$ cat config.mk
export PLATFORM = sky130hd
export DESIGN_NAME = bus_bridge_slave
export DESIGN_NICKNAME = d
export VERILOG_FILES = /design/src/rtl/bus_bridge_slave_pkg.sv /design/src/rtl/uart.sv /design/src/rtl/bus_bridge_slave.sv
export SDC_FILE = /design/constraint.sdc
export NUM_CORES = 1
export LEC_CHECK = 0
export BUFFER_PORTS_ARGS = -buffer_cell sky130_fd_sc_hd__buf_4
export CORE_MARGIN = 2
export CORE_UTILIZATION = 55
export CTS_CLUSTER_DIAMETER = 30
export DETAILED_ROUTE_END_ITERATION = 12
export GPL_TIMING_DRIVEN = 0
export PLACE_DENSITY = 0.73
export SYNTH_ARGS = -nofsm -noshare
export SYNTH_HDL_FRONTEND = slang
export SYNTH_SLANG_ARGS = --single-unit
$ cat constraint.sdc
create_clock -name clk -period 3.75 [get_ports clk]
set_clock_uncertainty 0.1 [all_clocks]
set_input_delay 0.375 -clock clk [delete_from_list [all_inputs] [get_ports clk]]
set_output_delay 0.375 -clock clk [all_outputs]
set_load 0.02 [all_outputs]
$ cat src/rtl/bus_bridge_slave_pkg.sv
// rtl/bus_bridge_slave_pkg.sv - shared frame width helper and bus/UART state encodings
package bus_bridge_slave_pkg;

  // Slave-side transaction sequencing
  typedef enum logic [2:0] {
    IDLE,
    ADDR,
    WDATA,
    UART_TX,
    WAIT_RX,
    RDATA
  } slave_state_e;

  // UART transmitter phases
  typedef enum logic [1:0] {
    TX_IDLE,
    TX_START,
    TX_DATA,
    TX_STOP
  } uart_tx_state_e;

  // UART receiver phases
  typedef enum logic [1:0] {
    RX_IDLE,
    RX_START,
    RX_DATA,
    RX_STOP
  } uart_rx_state_e;

  // Outgoing UART frame is {data, addr, mode}
  function automatic int frame_width(input int data_width, input int addr_width);
    return data_width + addr_width + 1;
  endfunction

endpackage

$ cat src/rtl/uart.sv
// rtl/uart.sv - UART transmitter and receiver sharing one bit period
module uart
  import bus_bridge_slave_pkg::*;
#(
  parameter int TX_WIDTH       = 22,
  parameter int RX_WIDTH       = 8,
  parameter int CLKS_PER_PULSE = 5208
) (
  input  logic                clk,
  input  logic                rstn,
  input  logic                tx_start,
  input  logic [TX_WIDTH-1:0] tx_data,
  output logic                tx_busy,
  output logic                tx,
  input  logic                rx,
  output logic [RX_WIDTH-1:0] rx_data,
  output logic                rx_done
);

  localparam int CW  = $clog2(CLKS_PER_PULSE + 1);
  localparam int TIW = $clog2(TX_WIDTH + 1);
  localparam int RIW = $clog2(RX_WIDTH + 1);
  localparam logic [CW-1:0]  CNT_LAST = CW'(CLKS_PER_PULSE - 1);
  localparam logic [CW-1:0]  CNT_HALF = CW'(CLKS_PER_PULSE / 2 - 1);
  localparam logic [TIW-1:0] TX_LAST  = TIW'(TX_WIDTH - 1);
  localparam logic [RIW-1:0] RX_LAST  = RIW'(RX_WIDTH - 1);

  uart_tx_state_e    tx_state_q, tx_state_d;
  logic [CW-1:0]     tx_cnt_q, tx_cnt_d;
  logic [TIW-1:0]    tx_idx_q, tx_idx_d;
  logic [TX_WIDTH-1:0] tx_shift_q, tx_shift_d;
  logic              tx_q, tx_d;

  uart_rx_state_e    rx_state_q, rx_state_d;
  logic [CW-1:0]     rx_cnt_q, rx_cnt_d;
  logic [RIW-1:0]    rx_idx_q, rx_idx_d;
  logic [RX_WIDTH-1:0] rx_shift_q, rx_shift_d;
  logic [RX_WIDTH-1:0] rx_data_q, rx_data_d;
  logic              rx_done_q, rx_done_d;
  logic              rx_meta_q, rx_sync_q, rx_prev_q;

  assign tx      = tx_q;
  assign tx_busy = (tx_state_q != TX_IDLE);
  assign rx_data = rx_data_q;
  assign rx_done = rx_done_q;

  // Transmit: start bit, frame LSB first, stop bit, each a full bit period
  always_comb begin
    tx_state_d = tx_state_q;
    tx_cnt_d   = tx_cnt_q;
    tx_idx_d   = tx_idx_q;
    tx_shift_d = tx_shift_q;
    tx_d       = tx_q;
    case (tx_state_q)
      TX_IDLE: begin
        tx_d = 1'b1;
        if (tx_start) begin
          tx_shift_d = tx_data;
          tx_d       = 1'b0;
          tx_cnt_d   = '0;
          tx_state_d = TX_START;
        end
      end
      default: begin
        if (tx_cnt_q == CNT_LAST) begin
          tx_cnt_d = '0;
          case (tx_state_q)
            TX_START: begin
              tx_d       = tx_shift_q[0];
              tx_shift_d = tx_shift_q >> 1;
              tx_idx_d   = '0;
              tx_state_d = TX_DATA;
            end
            TX_DATA: begin
              if (tx_idx_q == TX_LAST) begin
                tx_d       = 1'b1;
                tx_state_d = TX_STOP;
              end else begin
                tx_d       = tx_shift_q[0];
                tx_shift_d = tx_shift_q >> 1;
                tx_idx_d   = tx_idx_q + TIW'(1);
              end
            end
            default: tx_state_d = TX_IDLE;
          endcase
        end else begin
          tx_cnt_d = tx_cnt_q + CW'(1);
        end
      end
    endcase
  end

  // Receive: falling edge, mid-bit start re-check, mid-bit data samples, stop check
  always_comb begin
    rx_state_d = rx_state_q;
    rx_cnt_d   = rx_cnt_q;
    rx_idx_d   = rx_idx_q;
    rx_shift_d = rx_shift_q;
    rx_data_d  = rx_data_q;
    rx_done_d  = 1'b0;
    case (rx_state_q)
      RX_IDLE: begin
        if (rx_prev_q && !rx_sync_q) begin
          rx_cnt_d   = '0;
          rx_state_d = RX_START;
        end
      end
      RX_START: begin
        if (rx_cnt_q == CNT_HALF) begin
          rx_cnt_d   = '0;
          rx_idx_d   = '0;
          rx_state_d = rx_sync_q ? RX_IDLE : RX_DATA;
        end else begin
          rx_cnt_d = rx_cnt_q + CW'(1);
        end
      end
      RX_DATA: begin
        if (rx_cnt_q == CNT_LAST) begin
          rx_cnt_d   = '0;
          rx_shift_d = (rx_shift_q >> 1) | (RX_WIDTH'(rx_sync_q) << (RX_WIDTH - 1));
          if (rx_idx_q == RX_LAST) begin
            rx_state_d = RX_STOP;
          end else begin
            rx_idx_d = rx_idx_q + RIW'(1);
          end
        end else begin
          rx_cnt_d = rx_cnt_q + CW'(1);
        end
      end
      default: begin
        if (rx_cnt_q == CNT_LAST) begin
          rx_cnt_d   = '0;
          rx_state_d = RX_IDLE;
          if (rx_sync_q) begin
            rx_data_d = rx_shift_q;
            rx_done_d = 1'b1;
          end
        end else begin
          rx_cnt_d = rx_cnt_q + CW'(1);
        end
      end
    endcase
  end

  // State registers; the rx line is double-synchronised before edge detection
  always_ff @(posedge clk or negedge rstn) begin
    if (!rstn) begin
      tx_state_q <= TX_IDLE;
      tx_cnt_q   <= '0;
      tx_idx_q   <= '0;
      tx_shift_q <= '0;
      tx_q       <= 1'b1;
      rx_state_q <= RX_IDLE;
      rx_cnt_q   <= '0;
      rx_idx_q   <= '0;
      rx_shift_q <= '0;
      rx_data_q  <= '0;
      rx_done_q  <= 1'b0;
      rx_meta_q  <= 1'b1;
      rx_sync_q  <= 1'b1;
      rx_prev_q  <= 1'b1;
    end else begin
      tx_state_q <= tx_state_d;
      tx_cnt_q   <= tx_cnt_d;
      tx_idx_q   <= tx_idx_d;
      tx_shift_q <= tx_shift_d;
      tx_q       <= tx_d;
      rx_state_q <= rx_state_d;
      rx_cnt_q   <= rx_cnt_d;
      rx_idx_q   <= rx_idx_d;
      rx_shift_q <= rx_shift_d;
      rx_data_q  <= rx_data_d;
      rx_done_q  <= rx_done_d;
      rx_meta_q  <= rx;
      rx_sync_q  <= rx_meta_q;
      rx_prev_q  <= rx_sync_q;
    end
  end

endmodule

$ cat src/rtl/bus_bridge_slave.sv
// rtl/bus_bridge_slave.sv - serial bus slave bridging transactions onto a UART link
module bus_bridge_slave
  import bus_bridge_slave_pkg::*;
#(
  parameter int DATA_WIDTH            = 8,
  parameter int ADDR_WIDTH            = 13,
  parameter int UART_CLOCKS_PER_PULSE = 5208
) (
  input  logic clk,
  input  logic rstn,
  input  logic swdata,
  input  logic smode,
  input  logic mvalid,
  output logic srdata,
  output logic svalid,
  output logic sready,
  input  logic split_grant,
  output logic ssplit,
  output logic u_tx,
  input  logic u_rx
);

  localparam int FW      = frame_width(DATA_WIDTH, ADDR_WIDTH);
  localparam int CNT_MAX = (DATA_WIDTH > ADDR_WIDTH) ? DATA_WIDTH : ADDR_WIDTH;
  localparam int CW      = $clog2(CNT_MAX + 1);

  slave_state_e          state_q, state_d;
  logic [ADDR_WIDTH-1:0] addr_q, addr_d;
  logic [DATA_WIDTH-1:0] data_q, data_d;
  logic [DATA_WIDTH-1:0] rdata_q, rdata_d;
  logic                  mode_q, mode_d;
  logic [CW-1:0]         cnt_q, cnt_d;
  logic                  sready_q, sready_d;
  logic                  svalid_q, svalid_d;
  logic                  srdata_q, srdata_d;

  logic                  tx_start;
  logic                  u_tx_busy;
  logic [FW-1:0]         tx_frame;
  logic [DATA_WIDTH-1:0] rx_word;
  logic                  rx_done;
  logic                  unused_split_grant;

  // This slave never splits, so the resume grant has no effect
  assign unused_split_grant = split_grant;
  assign ssplit = 1'b0;
  assign sready = sready_q;
  assign svalid = svalid_q;
  assign srdata = srdata_q;

  // Reads carry an all-zero data field
  assign tx_frame = {(mode_q ? data_q : {DATA_WIDTH{1'b0}}), addr_q, mode_q};
  assign tx_start = (state_q == UART_TX) && !u_tx_busy;

  // Transaction sequencing; address and data shift in from the top so bit i lands at i
  always_comb begin
    state_d  = state_q;
    addr_d   = addr_q;
    data_d   = data_q;
    rdata_d  = rdata_q;
    mode_d   = mode_q;
    cnt_d    = cnt_q;
    sready_d = sready_q;
    svalid_d = svalid_q;
    srdata_d = srdata_q;
    case (state_q)
      IDLE: begin
        if (mvalid) begin
          addr_d   = (addr_q >> 1) | (ADDR_WIDTH'(swdata) << (ADDR_WIDTH - 1));
          mode_d   = smode;
          sready_d = 1'b0;
          if (ADDR_WIDTH == 1) begin
            cnt_d   = '0;
            state_d = smode ? WDATA : UART_TX;
          end else begin
            cnt_d   = CW'(1);
            state_d = ADDR;
          end
        end
      end
      ADDR: begin
        if (mvalid) begin
          addr_d = (addr_q >> 1) | (ADDR_WIDTH'(swdata) << (ADDR_WIDTH - 1));
          if (cnt_q == CW'(ADDR_WIDTH - 1)) begin
            cnt_d   = '0;
            state_d = mode_q ? WDATA : UART_TX;
          end else begin
            cnt_d = cnt_q + CW'(1);
          end
        end
      end
      WDATA: begin
        if (mvalid) begin
          data_d = (data_q >> 1) | (DATA_WIDTH'(swdata) << (DATA_WIDTH - 1));
          if (cnt_q == CW'(DATA_WIDTH - 1)) begin
            cnt_d   = '0;
            state_d = UART_TX;
          end else begin
            cnt_d = cnt_q + CW'(1);
          end
        end
      end
      UART_TX: begin
        if (!u_tx_busy) begin
          if (mode_q) begin
            sready_d = 1'b1;
            state_d  = IDLE;
          end else begin
            state_d = WAIT_RX;
          end
        end
      end
      WAIT_RX: begin
        if (rx_done) begin
          srdata_d = rx_word[0];
          rdata_d  = rx_word >> 1;
          svalid_d = 1'b1;
          cnt_d    = CW'(1);
          state_d  = RDATA;
        end
      end
      default: begin
        if (cnt_q == CW'(DATA_WIDTH)) begin
          svalid_d = 1'b0;
          srdata_d = 1'b0;
          sready_d = 1'b1;
          cnt_d    = '0;
          state_d  = IDLE;
        end else begin
          srdata_d = rdata_q[0];
          rdata_d  = rdata_q >> 1;
          cnt_d    = cnt_q + CW'(1);
        end
      end
    endcase
  end

  // Slave registers including the registered bus outputs
  always_ff @(posedge clk or negedge rstn) begin
    if (!rstn) begin
      state_q  <= IDLE;
      addr_q   <= '0;
      data_q   <= '0;
      rdata_q  <= '0;
      mode_q   <= 1'b0;
      cnt_q    <= '0;
      sready_q <= 1'b1;
      svalid_q <= 1'b0;
      srdata_q <= 1'b0;
    end else begin
      state_q  <= state_d;
      addr_q   <= addr_d;
      data_q   <= data_d;
      rdata_q  <= rdata_d;
      mode_q   <= mode_d;
      cnt_q    <= cnt_d;
      sready_q <= sready_d;
      svalid_q <= svalid_d;
      srdata_q <= srdata_d;
    end
  end

  uart #(
    .TX_WIDTH      (FW),
    .RX_WIDTH      (DATA_WIDTH),
    .CLKS_PER_PULSE(UART_CLOCKS_PER_PULSE)
  ) u_uart (
    .clk     (clk),
    .rstn    (rstn),
    .tx_start(tx_start),
    .tx_data (tx_frame),
    .tx_busy (u_tx_busy),
    .tx      (u_tx),
    .rx      (u_rx),
    .rx_data (rx_word),
    .rx_done (rx_done)
  );

endmodule

======== Word-level counts from Yosys, hierarchy flattened ========
Index checks and enable logic that the tools add are counted.
word-level totals
  flip-flop bits (word level) ............. 122
  output and inout port bits .............. 5
cells by class
  add/subtract/negate cells ............... 5
  equal/unequal tests ..................... 34
  multiplexer cells ....................... 72
  bitwise operators ....................... 8
  reduce and logical (&&, ||, !) cells .... 37
operators by type and width
  cell                                                                count
  22-bit 2-to-1 mux                                                   4
  13-bit 2-to-1 mux                                                   6
  22-bit case mux with 2 select lines                                 1
  4-bit 2-to-1 mux                                                    10
  3-bit 2-to-1 mux                                                    9
  13-bit by 1-bit adder with 13-bit output (second input constant)    2
  13-bit == test (second input constant)                              2
  13-bit case mux with 2 select lines                                 1
  8-bit 2-to-1 mux                                                    3
  2-bit 2-to-1 mux                                                    10
  2-bit != test (second input constant)                               10
  4-bit case mux with 5 select lines                                  1
  1-bit 2-to-1 mux                                                    16
  7-bit by 8-bit OR with 8-bit output                                 2
  8-bit case mux with 2 select lines                                  1
  3-bit case mux with 5 select lines                                  1
  5-bit AND reduction                                                 3
  13-bit by 12-bit == test with 1-bit output (second input constant)  1
  12-bit by 13-bit OR with 13-bit output                              1
  2-bit by 1-bit != test with 1-bit output (second input constant)    6
  2-bit AND reduction                                                 6
  3-bit AND reduction                                                 4
  4-bit AND reduction                                                 3
  5-bit case mux with 2 select lines                                  1
  30 further kinds                                                    52

======== Depth between registers and ports, before layout ========
  depth in word-level cells ............... 5
  mapped depth ............................ 9

======== Hierarchy ========
Synthesis repeated with hierarchy kept, for this count alone.
unflattened totals
  cell total of the unflattened synthesis .. 537
  area total of the unflattened synthesis .. 6,208.5 um^2
modules (own cells, without submodules)
  module            times used  cells each  area an instance (um^2)  seq. area each (um^2)
  uart              1           364         4,190.3                  2,057.0
  bus_bridge_slave  1           173         2,018.2                  977.2

======== Least setup slack after synthesis ========
OpenSTA, ideal clock, no wires.
  path type ............................... reg-to-reg
  start ................................... register u_uart.rx_cnt_q[0]
  end ..................................... register u_uart.rx_idx_q[3]
  arrival ................................. 2.439 ns
  path slack .............................. 1.145 ns
  stages on the path, launching flop included .. 8
  period minus slack after synthesis ...... 2.605 ns
  cells stage by stage .................... dfrtp_1 ha_1 or4b_1 or4_1 clkbuf_2 nand2b_4 or4b_1 nand2_1
on the way
  longest elaborated chain between the ends .. 3
  elaborated cells on any way between the ends .. 5
  classes of those cells .................. 4 x eq/ne; 1 x reduce/logical
RTL lines
  item                                                                                 RTL line                  source
  from (decl)                                                                          uart.sv:35                logic [CW-1:0] rx_cnt_q, rx_cnt_d;
  from (signal assigned)                                                               uart.sv:169               rx_cnt_q <= rx_cnt_d;
  13-bit == test / 13-bit by 12-bit == test with 1-bit output (equally long branches)  uart.sv:118, uart.sv:109
  2-bit by 1-bit != test with 1-bit output (no line)                                   n/a
  4-bit AND reduction (no line) (*)                                                    n/a
  to (signal assigned)                                                                 uart.sv:170               rx_idx_q <= rx_idx_d;
  to (decl)                                                                            uart.sv:36                logic [RIW-1:0] rx_idx_q, rx_idx_d;
Mark *: on every way between the ends. The rest lies on a longest branch, timed or not.
A chain may end at the register's enable or synchronous reset.

======== Worst setup path after layout ========
  start ................................... register u_uart.rx_cnt_q[0]
  end ..................................... register u_uart.rx_cnt_q[2]
on the way
  longest elaborated chain between the ends .. 3
  elaborated cells on any way between the ends .. 6
  classes of those cells .................. 1 x add/sub; 2 x eq/ne; 3 x mux
RTL lines
  item                                                              RTL line                               source
  13-bit by 1-bit adder with 13-bit output (tied with other cells)  uart.sv:114, uart.sv:127, uart.sv:139
  13-bit 2-to-1 mux, on equally long branches                       uart.sv:118, uart.sv:131, uart.sv:109
  13-bit case mux with 2 select lines (*)                           uart.sv:101                            case (rx_state_q)
Marks and branches as above.

==> out/metrics.cfg <==
[hold_path]
hold_end=sready
hold_depth=3
hp-class=input pin to register
hp-start=mvalid

[routing]
drt_iter0_drc=278
vias_per_cell=5.76
drc=0
antenna_left=0
first_pass_iters=5
vias=4307
routed_wl_mm=11.3
routedWlPerCell_um=15.1

[sta]
clock.fmax_mhz=337
hold_violations=0
rsz0062_at_grt=false
slew_headroom=0.281
hold_ws_ps=110
finalCritPeriodShare=0.792
maxSlewViolCount=0
setup_tns_ps=0
tightest_slew_ps=1080
setup_viol=0
min_period_ps=2970

[cells_and_area]
drive_above_1_share=0.147
antenna_cells=0
area_growth_pct=14.8
final_common_cell=dfrtp_1
final.fill_count=787
fin_nets=618
most-common-layout-cells=dfrtp_1, nand2_1, o21ai_0

[worst_setup_path]
crit_type=register to register
worstPathMaxFanout=9
crit_path_max_incr_delay_ps=480
reg2reg_depth=7
rrSetupSlack_ps=780
cp-end-kind=register
cp-start-kind=register
cp.arrival_ps=3280
timing.rr.end=u_uart.rx_cnt_q[2]
cp_slowest_cell=dfrtp_1
crit_path_cell_trace=ha_1, or4b_1, or4_1, clkbuf_2, a22oi_1, o21ai_0, a21o_1
required_ps=4060
r2r_start=u_uart.rx_cnt_q[0]

[clock_network]
cts_max_path_buffers=2
cts_resized=0
cts_tree=yes
cts_setup_buffers=0
cts_hold_buf=4
cts_made_buffers=17
clk_latency_ps=520
htree_levels=4
cts.reportedPaths.clkPinSlew_ps=50
cts_sinks=121
cts_root_buffer=clkbuf_8

[global_routing]
grt_max_degree=64
grt_pass1_vias=4154
grt_overflow_total=0
antenna_found_initial=0
track_usage=0.213
grt_pass1_wl_mm=19.5

[yosys]
ys_types=60
syn_area_um2=5840
synth_edf_count=0
synth_nets=585
synthArstFlopShare=1.00
avgSynthCellArea_um2=10.3
syn_inst=566
synth-seq-cells=121
ys_warn_count=0
synth_flop_cell=dfrtp_1
ys_seq_area_frac=0.519

[floorplanning]
pin_count=12
dieWidth_um=107
row_count=37
coreArea_um2=10300
die-area_um2=11500
die_h_um=107
initial_utilization=0.566

[placement]
port_buffers=9
dpl.hpwl_mm=7.66
gp_congestion=0.820

[pwr]
p_per_area_nw_per_um2=737
irDropWorstVdd_mv=0.522
leakagePower_nw=3.03

[outcome]
run_status=finished, final reports clean

[run]
drv_cap=0

where the power goes:
part | switching, mW | total, mW | internal, mW | leakage, nW
Combinational | 0.903 | 1.52 | 0.621 | 1.17
Clock | 0.539 | 1.54 | 0.997 | 0.271
Sequential | 0.245 | 1.88 | 1.63 | 1.58
worst max-delay path: cells and delay by family (launching register included):
kind            cells  cell delay (ps)
flops               1              480
simple gates        2              960
fa+ha+maj           1              290
buf+inv             1              170
compound gates      3              850
routing by layer:
| metal | routed length [um] | part of all wire | track usage | vias to the layer above |
|---|---|---|---|---|
| met1 | 5390 | 0.48 | 0.281 | 2098 |
| met4 | 131 | 0.012 | 0.0640 | 0 |
| met3 | 376 | 0.033 | 0.0565 | 13 |
| li1 | - | - | - | 2128 |
| met5 | 0 | 0 | 0 | - |
| met2 | 5380 | 0.48 | 0.348 | 68 |
worst max-delay path by stage:
stage	startpoint	endpoint	cells past startpoint	slack, ps
2_1_floorplan	u_uart.rx_cnt_q[0]	u_uart.rx_idx_q[3]	7	1150
3_3_place_gp	u_uart.rx_cnt_q[0]	u_uart.rx_cnt_q[2]	7	860
3_5_place_dp	u_uart.rx_cnt_q[0]	u_uart.rx_cnt_q[2]	7	830
4_1_cts	u_uart.rx_cnt_q[0]	u_uart.rx_cnt_q[2]	7	770
5_1_grt	u_uart.rx_cnt_q[0]	u_uart.rx_cnt_q[2]	7	560
6_report	u_uart.rx_cnt_q[0]	u_uart.rx_cnt_q[2]	7	780
cell usage after synthesis, drive strengths merged (5+ instances only):
| master | instances | area (um^2) |
|---|---|---|
| a31oi | 11 | 68.8 |
| o21ai | 58 | 290 |
| ha | 12 | 150 |
| mux2i | 20 | 200 |
| nand2b | 6 | 45.0 |
| o31ai | 5 | 37.5 |
| a22oi | 7 | 52.6 |
| nor2 | 39 | 149 |
| nand3 | 24 | 120 |
| nand2 | 65 | 244 |
| clkbuf | 25 | 95.1 |
| mux2 | 40 | 450 |
| and3 | 8 | 50.1 |
| a21oi | 21 | 105 |
| nand4 | 8 | 50.1 |
| inv | 14 | 52.6 |
| dfstp | 5 | 131 |
| dfrtp | 116 | 2900 |
| nand4b | 5 | 43.8 |
state kept, by name (all words and copies together), names as in the netlist, 2 cells and up:
name	flops
u_uart.tx_shift_q	22
rdata_q	7
state_q	3
u_uart.rx_idx_q	4
u_uart.rx_cnt_q	13
cnt_q	4
u_uart.tx_cnt_q	13
u_uart.tx_idx_q	5
data_q	8
addr_q	13
u_uart.rx_state_q	2
u_uart.tx_state_q	2
u_uart.rx_data	8
u_uart.rx_shift_q	8
logic make-up after synthesis:
family                     after synthesis  share of synthesized area
AOI/OAI and AO/OA                      130                      0.135
and+or+nand+nor                        194                      0.170
other                                    1                   0.000642
adders and majority gates               12                     0.0257
DFF                                    121                      0.519
xor gates and xnor gates                 7                     0.0105
muxes                                   60                      0.111
buffers and inverters                   41                     0.0272
cell type report:
class | instances | area (um^2) | area share
Tap cell | 136 | 170 | 0.0254
Sequential cell | 121 | 3030 | 0.453
Timing Repair Buffer | 14 | 139 | 0.0207
Inverter | 14 | 52.6 | 0.00784
Buffer | 27 | 106 | 0.0159
Multi-Input combinational cell | 404 | 2650 | 0.395
Clock inverter | 4 | 70.1 | 0.0104
Clock buffer | 28 | 485 | 0.0724
per-stage QoR:
stage	instances	setup slack (ps)	area (um^2)	utilization	power (mW)
finish	748	779	6710	0.649	4.94
detailed placement	712	830	6110	0.592	3.41
CTS	748	774	6710	0.649	4.97
floorplan	566	1150	5840	-	3.00
global placement	711	862	6080	0.589	3.34
global route	748	561	6710	0.649	5.27
Power figures use the tool's default switching activity.
